## src/rtl/matrix_alu_processor.sv

```systemverilog
// Lane-parallel elementwise add/sub over two captured matrices.
// Wrap or saturate arithmetic with a sticky overflow flag.
module matrix_alu_processor #(
  parameter int MATRIX_ROWS = 4,
  parameter int MATRIX_COLS = 4,
  parameter int DATA_WIDTH  = 8,
  parameter int LANE_COUNT  = 2
) (
  input  logic clock_signal,
  input  logic reset_signal,
  input  logic start_operation,
  input  logic [1:0] op_mode,
  input  logic [MATRIX_ROWS-1:0][MATRIX_COLS-1:0][DATA_WIDTH-1:0] matrix_a_input,
  input  logic [MATRIX_ROWS-1:0][MATRIX_COLS-1:0][DATA_WIDTH-1:0] matrix_b_input,
  output logic [MATRIX_ROWS-1:0][MATRIX_COLS-1:0][DATA_WIDTH-1:0] matrix_result_output,
  output logic operation_busy,
  output logic operation_complete,
  output logic overflow_flag
);

  localparam int TOTAL = MATRIX_ROWS * MATRIX_COLS;
  localparam int BEATS = TOTAL / LANE_COUNT;
  localparam int BW = (BEATS > 1) ? $clog2(BEATS) : 1;
  localparam int IW = (TOTAL > 1) ? $clog2(TOTAL) : 1;
  localparam logic [BW-1:0] LAST = BW'(BEATS - 1);

  if (TOTAL % LANE_COUNT != 0) begin : g_lane_check
    $error("MATRIX_ROWS*MATRIX_COLS must be divisible by LANE_COUNT");
  end

  typedef logic [TOTAL-1:0][DATA_WIDTH-1:0] flat_t;
  typedef enum logic [1:0] {IDLE, COMPUTE, DONE} state_t;

  state_t state_q;
  logic [BW-1:0] beat_q;
  logic [1:0] mode_q;
  flat_t a_q;
  flat_t b_q;
  flat_t res_q;
  logic busy_q;
  logic done_q;
  logic ovf_q;

  logic [IW-1:0] lane_idx [LANE_COUNT];
  logic [DATA_WIDTH:0] lane_sum [LANE_COUNT];
  logic [DATA_WIDTH:0] lane_dif [LANE_COUNT];
  logic [DATA_WIDTH-1:0] lane_res [LANE_COUNT];
  logic lane_ov [LANE_COUNT];
  logic any_ov;

  // Per-lane element arithmetic for the current beat
  always_comb begin
    any_ov = 1'b0;
    for (int l = 0; l < LANE_COUNT; l++) begin
      lane_idx[l] = IW'(int'(beat_q) * LANE_COUNT + l);
      lane_sum[l] = {1'b0, a_q[lane_idx[l]]} + {1'b0, b_q[lane_idx[l]]};
      lane_dif[l] = {1'b0, a_q[lane_idx[l]]} - {1'b0, b_q[lane_idx[l]]};
      lane_res[l] = '0;
      lane_ov[l] = 1'b0;
      unique case (1'b1)
        (mode_q == 2'b00): begin
          lane_res[l] = lane_sum[l][DATA_WIDTH-1:0];
          lane_ov[l] = lane_sum[l][DATA_WIDTH];
        end
        (mode_q == 2'b01): begin
          lane_res[l] = lane_dif[l][DATA_WIDTH-1:0];
          lane_ov[l] = lane_dif[l][DATA_WIDTH];
        end
        (mode_q == 2'b10): begin
          lane_res[l] = lane_sum[l][DATA_WIDTH] ? '1
                      : lane_sum[l][DATA_WIDTH-1:0];
          lane_ov[l] = lane_sum[l][DATA_WIDTH];
        end
        default: begin
          lane_res[l] = lane_dif[l][DATA_WIDTH] ? '0
                      : lane_dif[l][DATA_WIDTH-1:0];
          lane_ov[l] = lane_dif[l][DATA_WIDTH];
        end
      endcase
      any_ov = any_ov | lane_ov[l];
    end
  end

  // Control FSM, operand capture and result accumulation
  always_ff @(posedge clock_signal or negedge reset_signal) begin
    if (!reset_signal) begin
      state_q <= IDLE;
      beat_q <= '0;
      mode_q <= '0;
      a_q <= '0;
      b_q <= '0;
      res_q <= '0;
      busy_q <= 1'b0;
      done_q <= 1'b0;
      ovf_q <= 1'b0;
    end else begin
      unique case (state_q)
        IDLE: begin
          if (start_operation) begin
            a_q <= matrix_a_input;
            b_q <= matrix_b_input;
            mode_q <= op_mode;
            res_q <= '0;
            ovf_q <= 1'b0;
            beat_q <= '0;
            busy_q <= 1'b1;
            state_q <= COMPUTE;
          end
        end
        COMPUTE: begin
          for (int l = 0; l < LANE_COUNT; l++) begin
            res_q[lane_idx[l]] <= lane_res[l];
          end
          if (any_ov) ovf_q <= 1'b1;
          beat_q <= beat_q + 1'b1;
          if (beat_q == LAST) begin
            busy_q <= 1'b0;
            done_q <= 1'b1;
            state_q <= DONE;
          end
        end
        DONE: begin
          done_q <= 1'b0;
          state_q <= IDLE;
        end
        default: state_q <= IDLE;
      endcase
    end
  end

  assign matrix_result_output = res_q;
  assign operation_busy = busy_q;
  assign operation_complete = done_q;
  assign overflow_flag = ovf_q;

endmodule

```

## config.mk

```make
export PLATFORM = sky130hd
export DESIGN_NAME = matrix_alu_processor
export DESIGN_NICKNAME = d
export VERILOG_FILES = /design/src/rtl/matrix_alu_processor.sv
export SDC_FILE = /design/constraint.sdc
export NUM_CORES = 1
export LEC_CHECK = 0
export CAP_MARGIN = 20
export CORE_UTILIZATION = 46
export CTS_CLUSTER_DIAMETER = 40
export DETAILED_ROUTE_END_ITERATION = 16
export PLACE_DENSITY = 0.76
export SYNTH_ARGS = -nofsm -noshare
export SYNTH_HDL_FRONTEND = slang
export SYNTH_SLANG_ARGS = --single-unit
export TNS_END_PERCENT = 10
```

## constraint.sdc

```tcl
create_clock -name clock_signal -period 4.14 [get_ports clock_signal]
set_clock_uncertainty 0.05 [all_clocks]
set_input_delay 0.828 -clock clock_signal [delete_from_list [all_inputs] [get_ports clock_signal]]
set_output_delay 0.828 -clock clock_signal [all_outputs]
set_load 0.03 [all_outputs]
```

==> flow_summary.toml, run 1 <==
[global_routing]
grt_pass1_wl_um = 93700
overflow = 0
antenna_found_initial = 0
grt_max_degree = 112
grt_usage = 0.312
grt_pass1_vias = 16200

[power_and_ir_drop]
leakage_nw = 11.6
power_frac_comb = 0.584
clkPwrFrac = 0.161
intPower_mw = 13.7
vdd_ir_drop_max_uv = 734
swShare = 0.478
power_switching_mw = 12.5
powerDensity_mw_per_mm2 = 1060
p_seq_frac = 0.255
finalPower_mw = 26.2

[detailed_routing]
ant_nets = 0
drtIter0Drc = 1490
wl_per_cell_um = 20.7
via_per_inst = 5.59
dr.pass1.iters = 6
remaining_drc_errors = 0
wl_um = 61500
vias = 16600

[placed_design]
dpl-instance-area_mm2 = 0.0229
io_buffer_count = 391
place.gp.congestion = 0.947
dp_hpwl_um = 45500

[sta]
fmax_ghz = 0.249
relSlewSlack = 0.290
hold_slack_ps = 227
grt_setup_unrepaired = "false"
finalCriticalPeriod_ps = 4020
setup_violations = 0
report.final.slew_viol_count = 0
hold_violations = 0
period_share = 0.971
worst_pin_slew_ps = 1060

[final_layout]
n_fill_cell = 3127
drive_gt1_frac = 0.0933
area_growth_pct = 36.7
fin_area_mm2 = 0.0246
nets = 2715
antenna_cells = 0

[yosys]
synthTopCellsByArea = "dfrtp_1 55%, nand2_1 17%, a22oi_1 5.3%"
yosysUniqueCellTypes = 71
async_flop_share = 1.00
synth-edff-count = 0
yosysTopAreaCell = "dfrtp_1"
syn_area_per_cell_um2 = 8.94
yosysTopAreaCellShare = 0.547
yosysSeqAreaShare = 0.547
syn_nets = 2314
synth_area_mm2 = 0.0180
synth-seq-cells = 394
syn_inst = 2015
yosysWarnings = 0
ys.flop_type = "dfrtp_1"

[clock_tree]
cts_max_level = 2
clk_latency_ps = 590
cts.clk_slew.worst_paths_ps = 60
cts_tree = "built"
cts_buffers = 48
cts_root_buf = "clkbuf_16"
clockBufferDepth = 3
cts.sinks = 394

[job]
drv_cap = 0

[critical_path]
crit_path_end_kind = "flip-flop"
rr_startpoint = "beat_q[1]"
crit_path_max_fanout = 11
reg2reg_to = "matrix_result_output[39]"
r2r_cells = 11
cp.arrival_ps = 4440
required_ps = 4560
regToRegSetupSlack_ps = 120
start_kind = "flip-flop"
path_class = "reg2reg"

[floorplan]
core_mm2 = 0.0386
die_x_um = 200
io_pins = 392
initial_utilization = 0.466
dieHeight_um = 200
dieArea_mm2 = 0.0400
fp-row-count = 72

[outcome]
status = "finished, final reports clean"

[worst_hold_path]
hp-class = "in2async"
synth_stat cells, drive strengths merged, types with 2 or more instances:
cell type      n
ha            34
inv           28
nor2b         11
nor3           6
and3b          2
and3           3
nor3b          5
and2           2
buf           15
nand3        135
nand4         18
dlygate4sd1    4
or4            2
o221ai         2
and4          18
fa             4
nand2b        15
clkbuf       119
nor2          23
xor2           3
o41ai          2
o32ai          2
nand2        796
o22ai          6
a22oi        128
o31ai         30
or3            3
or2            4
a211oi         4
dfrtp        394
o21a           8
o21ai        130
a221oi         2
a21oi         16
a31oi          8
o31a           3
o211ai         3
a21o           4
a2111o         3
xnor2          5
state kept, by name, summed over array words and instances, names as in the netlist:
name and cells:
a_q 128, b_q 128, beat_q 3, matrix_result_output 128
mode_q 2, operation_busy 1, operation_complete 1, overflow_flag 1
state_q 2
layout make-up:
cell class / instances / area, um2 / area share
sequential: 394 / 9860 / 0.400
clock buffer: 57 / 1250 / 0.0509
multi-input combinational: 1453 / 7570 / 0.307
tap: 518 / 648 / 0.0263
timing repair buffer: 490 / 4830 / 0.196
inverter: 29 / 109 / 0.00442
clock inverter: 31 / 362 / 0.0147
timing repair:
| item | in CTS | in global routing |
|---|---|---|
| gates resized for setup | 3 | 12 |
| hold buffers | 0 | 0 |
| pin swaps | 1 | 3 |
| buffers inserted | 0 | 2 |
| endpoints found under the setup margin | 38 | 111 |
routing by layer:
layer | global-route usage | share of wire | up-vias
met5 | 0 | 0 | -
met1 | 0.423 | 0.41 | 7967
met2 | 0.480 | 0.45 | 854
met3 | 0.0702 | 0.090 | 153
li1 | - | - | 7628
met4 | 0.143 | 0.047 | 0
how the worst max path moves through the flow:
| stage | start | endpoint | slack, ps | cells past startpoint |
|---|---|---|---|---|
| after floorplan | beat_q[1] | matrix_result_output[111] | 210 | 15 |
| after global placement | beat_q[0] | matrix_result_output[53] | 50 | 14 |
| after detailed placement | beat_q[2] | matrix_result_output[25] | -20 | 14 |
| after CTS | beat_q[2] | matrix_result_output[22] | -80 | 14 |
| after global routing | beat_q[1] | matrix_result_output[39] | 20 | 13 |
| final | beat_q[1] | matrix_result_output[39] | 120 | 11 |
power by group through the flow:
stage | clock (mW) | combinational (mW) | sequential [mW]
2_1_floorplan | 0 | 7.98 | 6.88
3_3_place_gp | 0 | 14.4 | 6.69
3_5_place_dp | 0 | 14.7 | 6.69
4_1_cts | 4.27 | 14.8 | 6.65
5_1_grt | 4.42 | 16.4 | 6.80
6_report | 4.23 | 15.3 | 6.68
stage by stage:
stage               utilization  instances  worst slack [ps]  setup TNS (ps)
floorplan                     -       2015               208               0
global placement          0.593       2881              52.2               0
detailed placement        0.593       2882             -18.7           -31.6
CTS                       0.635       2970             -77.5           -1000
global route              0.637       2972              20.3               0
finish                    0.637       2972               119               0
critical path: stages (launching register included):
cell and delay (ps):
dfrtp_1 500, and3b_2 380, buf_4 210, a22oi_1 320
nand4_1 280, ha_2 520, nor2_1 80, a221oi_2 420
o211a_1 310, nor4_1 80, a2111o_4 530, o31ai_2 210
logic make-up (layout without fill, tap and decap cells):
kind of cell | Yosys count | count (layout) | share of synthesized area
flops | 394 | 394 | 0.547
mux | 2 | 2 | 0.00118
fa+ha+maj | 38 | 38 | 0.0280
simple gates | 1045 | 1045 | 0.245
buf+inv | 168 | 607 | 0.0389
compound gates | 360 | 360 | 0.136
xor+xnor | 8 | 8 | 0.00389
placed cells by master, fill, tap and decap left out, types with 4 or more instances in the layout:
| cell type | n |
|---|---|
| ha_1 | 32 |
| o22ai_1 | 6 |
| a21oi_1 | 14 |
| bufinv_16 | 4 |
| nand4_1 | 17 |
| buf_12 | 13 |
| clkbuf_16 | 48 |
| a22oi_1 | 128 |
| nor2_1 | 22 |
| o31ai_1 | 20 |
| nand3_1 | 135 |
| clkinvlp_4 | 5 |
| inv_6 | 6 |
| xnor2_1 | 5 |
| o21ai_1 | 38 |
| o21a_1 | 8 |
| clkinv_2 | 5 |
| fa_1 | 4 |
| a21o_1 | 4 |
| o31ai_2 | 9 |
| buf_4 | 83 |
| inv_8 | 6 |
| dfrtp_1 | 392 |
| clkbuf_1 | 7 |
| and4_1 | 17 |
| a31oi_1 | 6 |
| inv_1 | 26 |
| nor2b_1 | 10 |
| nand2b_1 | 15 |
| nand2_1 | 795 |
| o21ai_0 | 92 |
| nor3_1 | 5 |
| clkdlybuf4s50_1 | 390 |
Note: power is estimated with default switching activity, not from simulation.
==> inputs of run 2 (changes only) <==
- CAP_MARGIN: 20 -> 10
- CORE_ASPECT_RATIO: not set -> 0.7
==> run 2 against run 1 <==
Against the previous run:
- hold slack better by 4.0 ps
- highest routed layer unchanged
- design area fell by 1.3%
- non-clock buffer count shrank 41
- first-iteration DRC count up 6.6%
- sequential power down 3%
==> flow_summary.toml, run 2 (synthesis gave the netlist of run 1 again) <==
[outcome]
status = "finished, final reports clean"

[sta]
worst_pin_slew_ps = 1260
finalCriticalPeriod_ps = 3970
setup_violations = 0
setup_tns_ps = 0
report.final.slew_viol_count = 0
period_share = 0.959
relSlewSlack = 0.158
grt_setup_unrepaired = "false"
hold_violations = 0
hold_slack_ps = 231
fmax_ghz = 0.252

[final_layout]
area_growth_pct = 34.9
final_common_cell = "nand2_1"
fin_area_mm2 = 0.0243
drive_gt1_frac = 0.0735
nets = 2670
final_cell_mix = "795 x nand2_1, 393 x dfrtp_1, 390 x clkdlybuf4s50_1"

[detailed_routing]
dr.pass1.iters = 5
wl_per_cell_um = 20.6
via_per_inst = 5.58
drtIter0Drc = 1588
remaining_drc_errors = 0
ant_nets = 0
vias = 16400
wl_um = 60600

[critical_path]
cp.arrival_ps = 4370
start_kind = "flip-flop"
required_ps = 4540
crit_path_max_fanout = 18
crit_path_end_kind = "flip-flop"
path_class = "reg2reg"

[floorplan]
dieArea_mm2 = 0.0400
io_pins = 392
core_mm2 = 0.0385
die_x_um = 239
initial_utilization = 0.468
dieHeight_um = 168
fp-row-count = 60

[power_and_ir_drop]
powerDensity_mw_per_mm2 = 1050
p_seq_frac = 0.254
swShare = 0.478
intPower_mw = 13.4
clkPwrFrac = 0.164
vdd_ir_drop_max_uv = 788
leakage_nw = 11.4
power_switching_mw = 12.2
power_frac_comb = 0.582

[global_routing]
grt_max_degree = 97
grt_pass1_wl_um = 94300
grt_usage = 0.306
antenna_found_initial = 2
grt_pass1_vias = 16400
overflow = 0

[placed_design]
dp_hpwl_um = 43300
io_buffer_count = 391
dpl-instance-area_mm2 = 0.0227
place.gp.congestion = 0.922

[clock_tree]
cts_buffers = 44
cts_max_level = 2
clk_latency_ps = 560
cts_tree = "built"
ctsHoldBuffers = 0
clockBufferDepth = 3
cts_root_buf = "clkbuf_16"
cts.clk_slew.worst_paths_ps = 60
cts.sinks = 394

[job]
drv_cap = 0

[worst_hold_path]
hp-class = "in2async"
run 2: cell types whose count changed in the layout (fill, tap and decap cells not counted), moves of 2 or more:
cell        previous run  this run
inv_6                  6         4
clkbuf_8               2         6
ha_2                   2         0
buf_6                  2         0
buf_4                 83        44
bufinv_16              4         6
inv_8                  6         0
clkbuf_16             48        46
clkinvlp_4             5         2
diode_2                0         2
clkinv_4               3         1
clkinv_2               5         7
run 2: final timing paths:
kind | from | end | slack, ps | depth (start not counted)
setup / recovery | beat_q[1] | matrix_result_output[7] | 170 | 12
hold / removal | reset_signal | matrix_result_output[83] | 230 | 1
setup reg to reg | beat_q[1] | matrix_result_output[7] | 170 | 12
hold reg to reg | a_q[106] | a_q[106] | 430 | 2
max in group asynchronous | reset_signal | b_q[30] | 2790 | 2
min in group clock_signal | a_q[106] | a_q[106] | 430 | 2
run 2: metrics by stage:
stage	utilization	total power [mW]	instances	setup WS, ps
2_1_floorplan	-	14.9	2015	208
3_3_place_gp	0.588	20.6	2851	113
3_5_place_dp	0.588	20.8	2851	60.1
4_1_cts	0.629	25.1	2933	17.7
5_1_grt	0.631	27.0	2936	11.1
6_report	0.631	25.6	2936	169
run 2: metal layers:
| layer | share of wire | GRT usage | up-vias |
|---|---|---|---|
| met4 | 0.030 | 0.0984 | 0 |
| met3 | 0.079 | 0.0559 | 129 |
| li1 | - | - | 7535 |
| met1 | 0.44 | 0.434 | 7977 |
| met2 | 0.45 | 0.475 | 737 |
| met5 | 0 | 0 | - |
run 2: final cells by class:
cell class                      count  area [um2]
Tap cell                          527         659
Clock buffer                       60        1260
Inverter                           29         109
Sequential cell                   394        9860
Antenna cell                        2        5.00
Clock inverter                     22         307
Fill cell                        3174       14200
Multi-Input combinational cell   1453        7570
Timing Repair Buffer              449        4530
run 2: what timing repair did:
item | 4_1_cts | 5_1_grt
resized for setup | 0 | 11
endpoints found under the setup margin | 0 | 128
endpoints found under the hold margin | 0 | 0
setup buffers | 0 | 1
run 2: worst max-delay path: stages (launching register included):
cell,delay (ps)
dfrtp_1,510
and3b_2,400
buf_12,200
a22oi_1,250
nand4_1,280
ha_1,460
buf_4,190
o21a_1,100
o31a_1,140
o41a_1,470
mux2i_1,280
nand4_4,240
o31ai_2,270
run 2: power by group through the flow:
stage	Combinational (mW)	Clock [mW]	Sequential [mW]
after detailed placement	14.3	0	6.52
after global placement	14.2	0	6.47
after global routing	16.0	4.39	6.66
after floorplan	7.98	0	6.88
final	14.9	4.20	6.50
after CTS	14.4	4.23	6.48
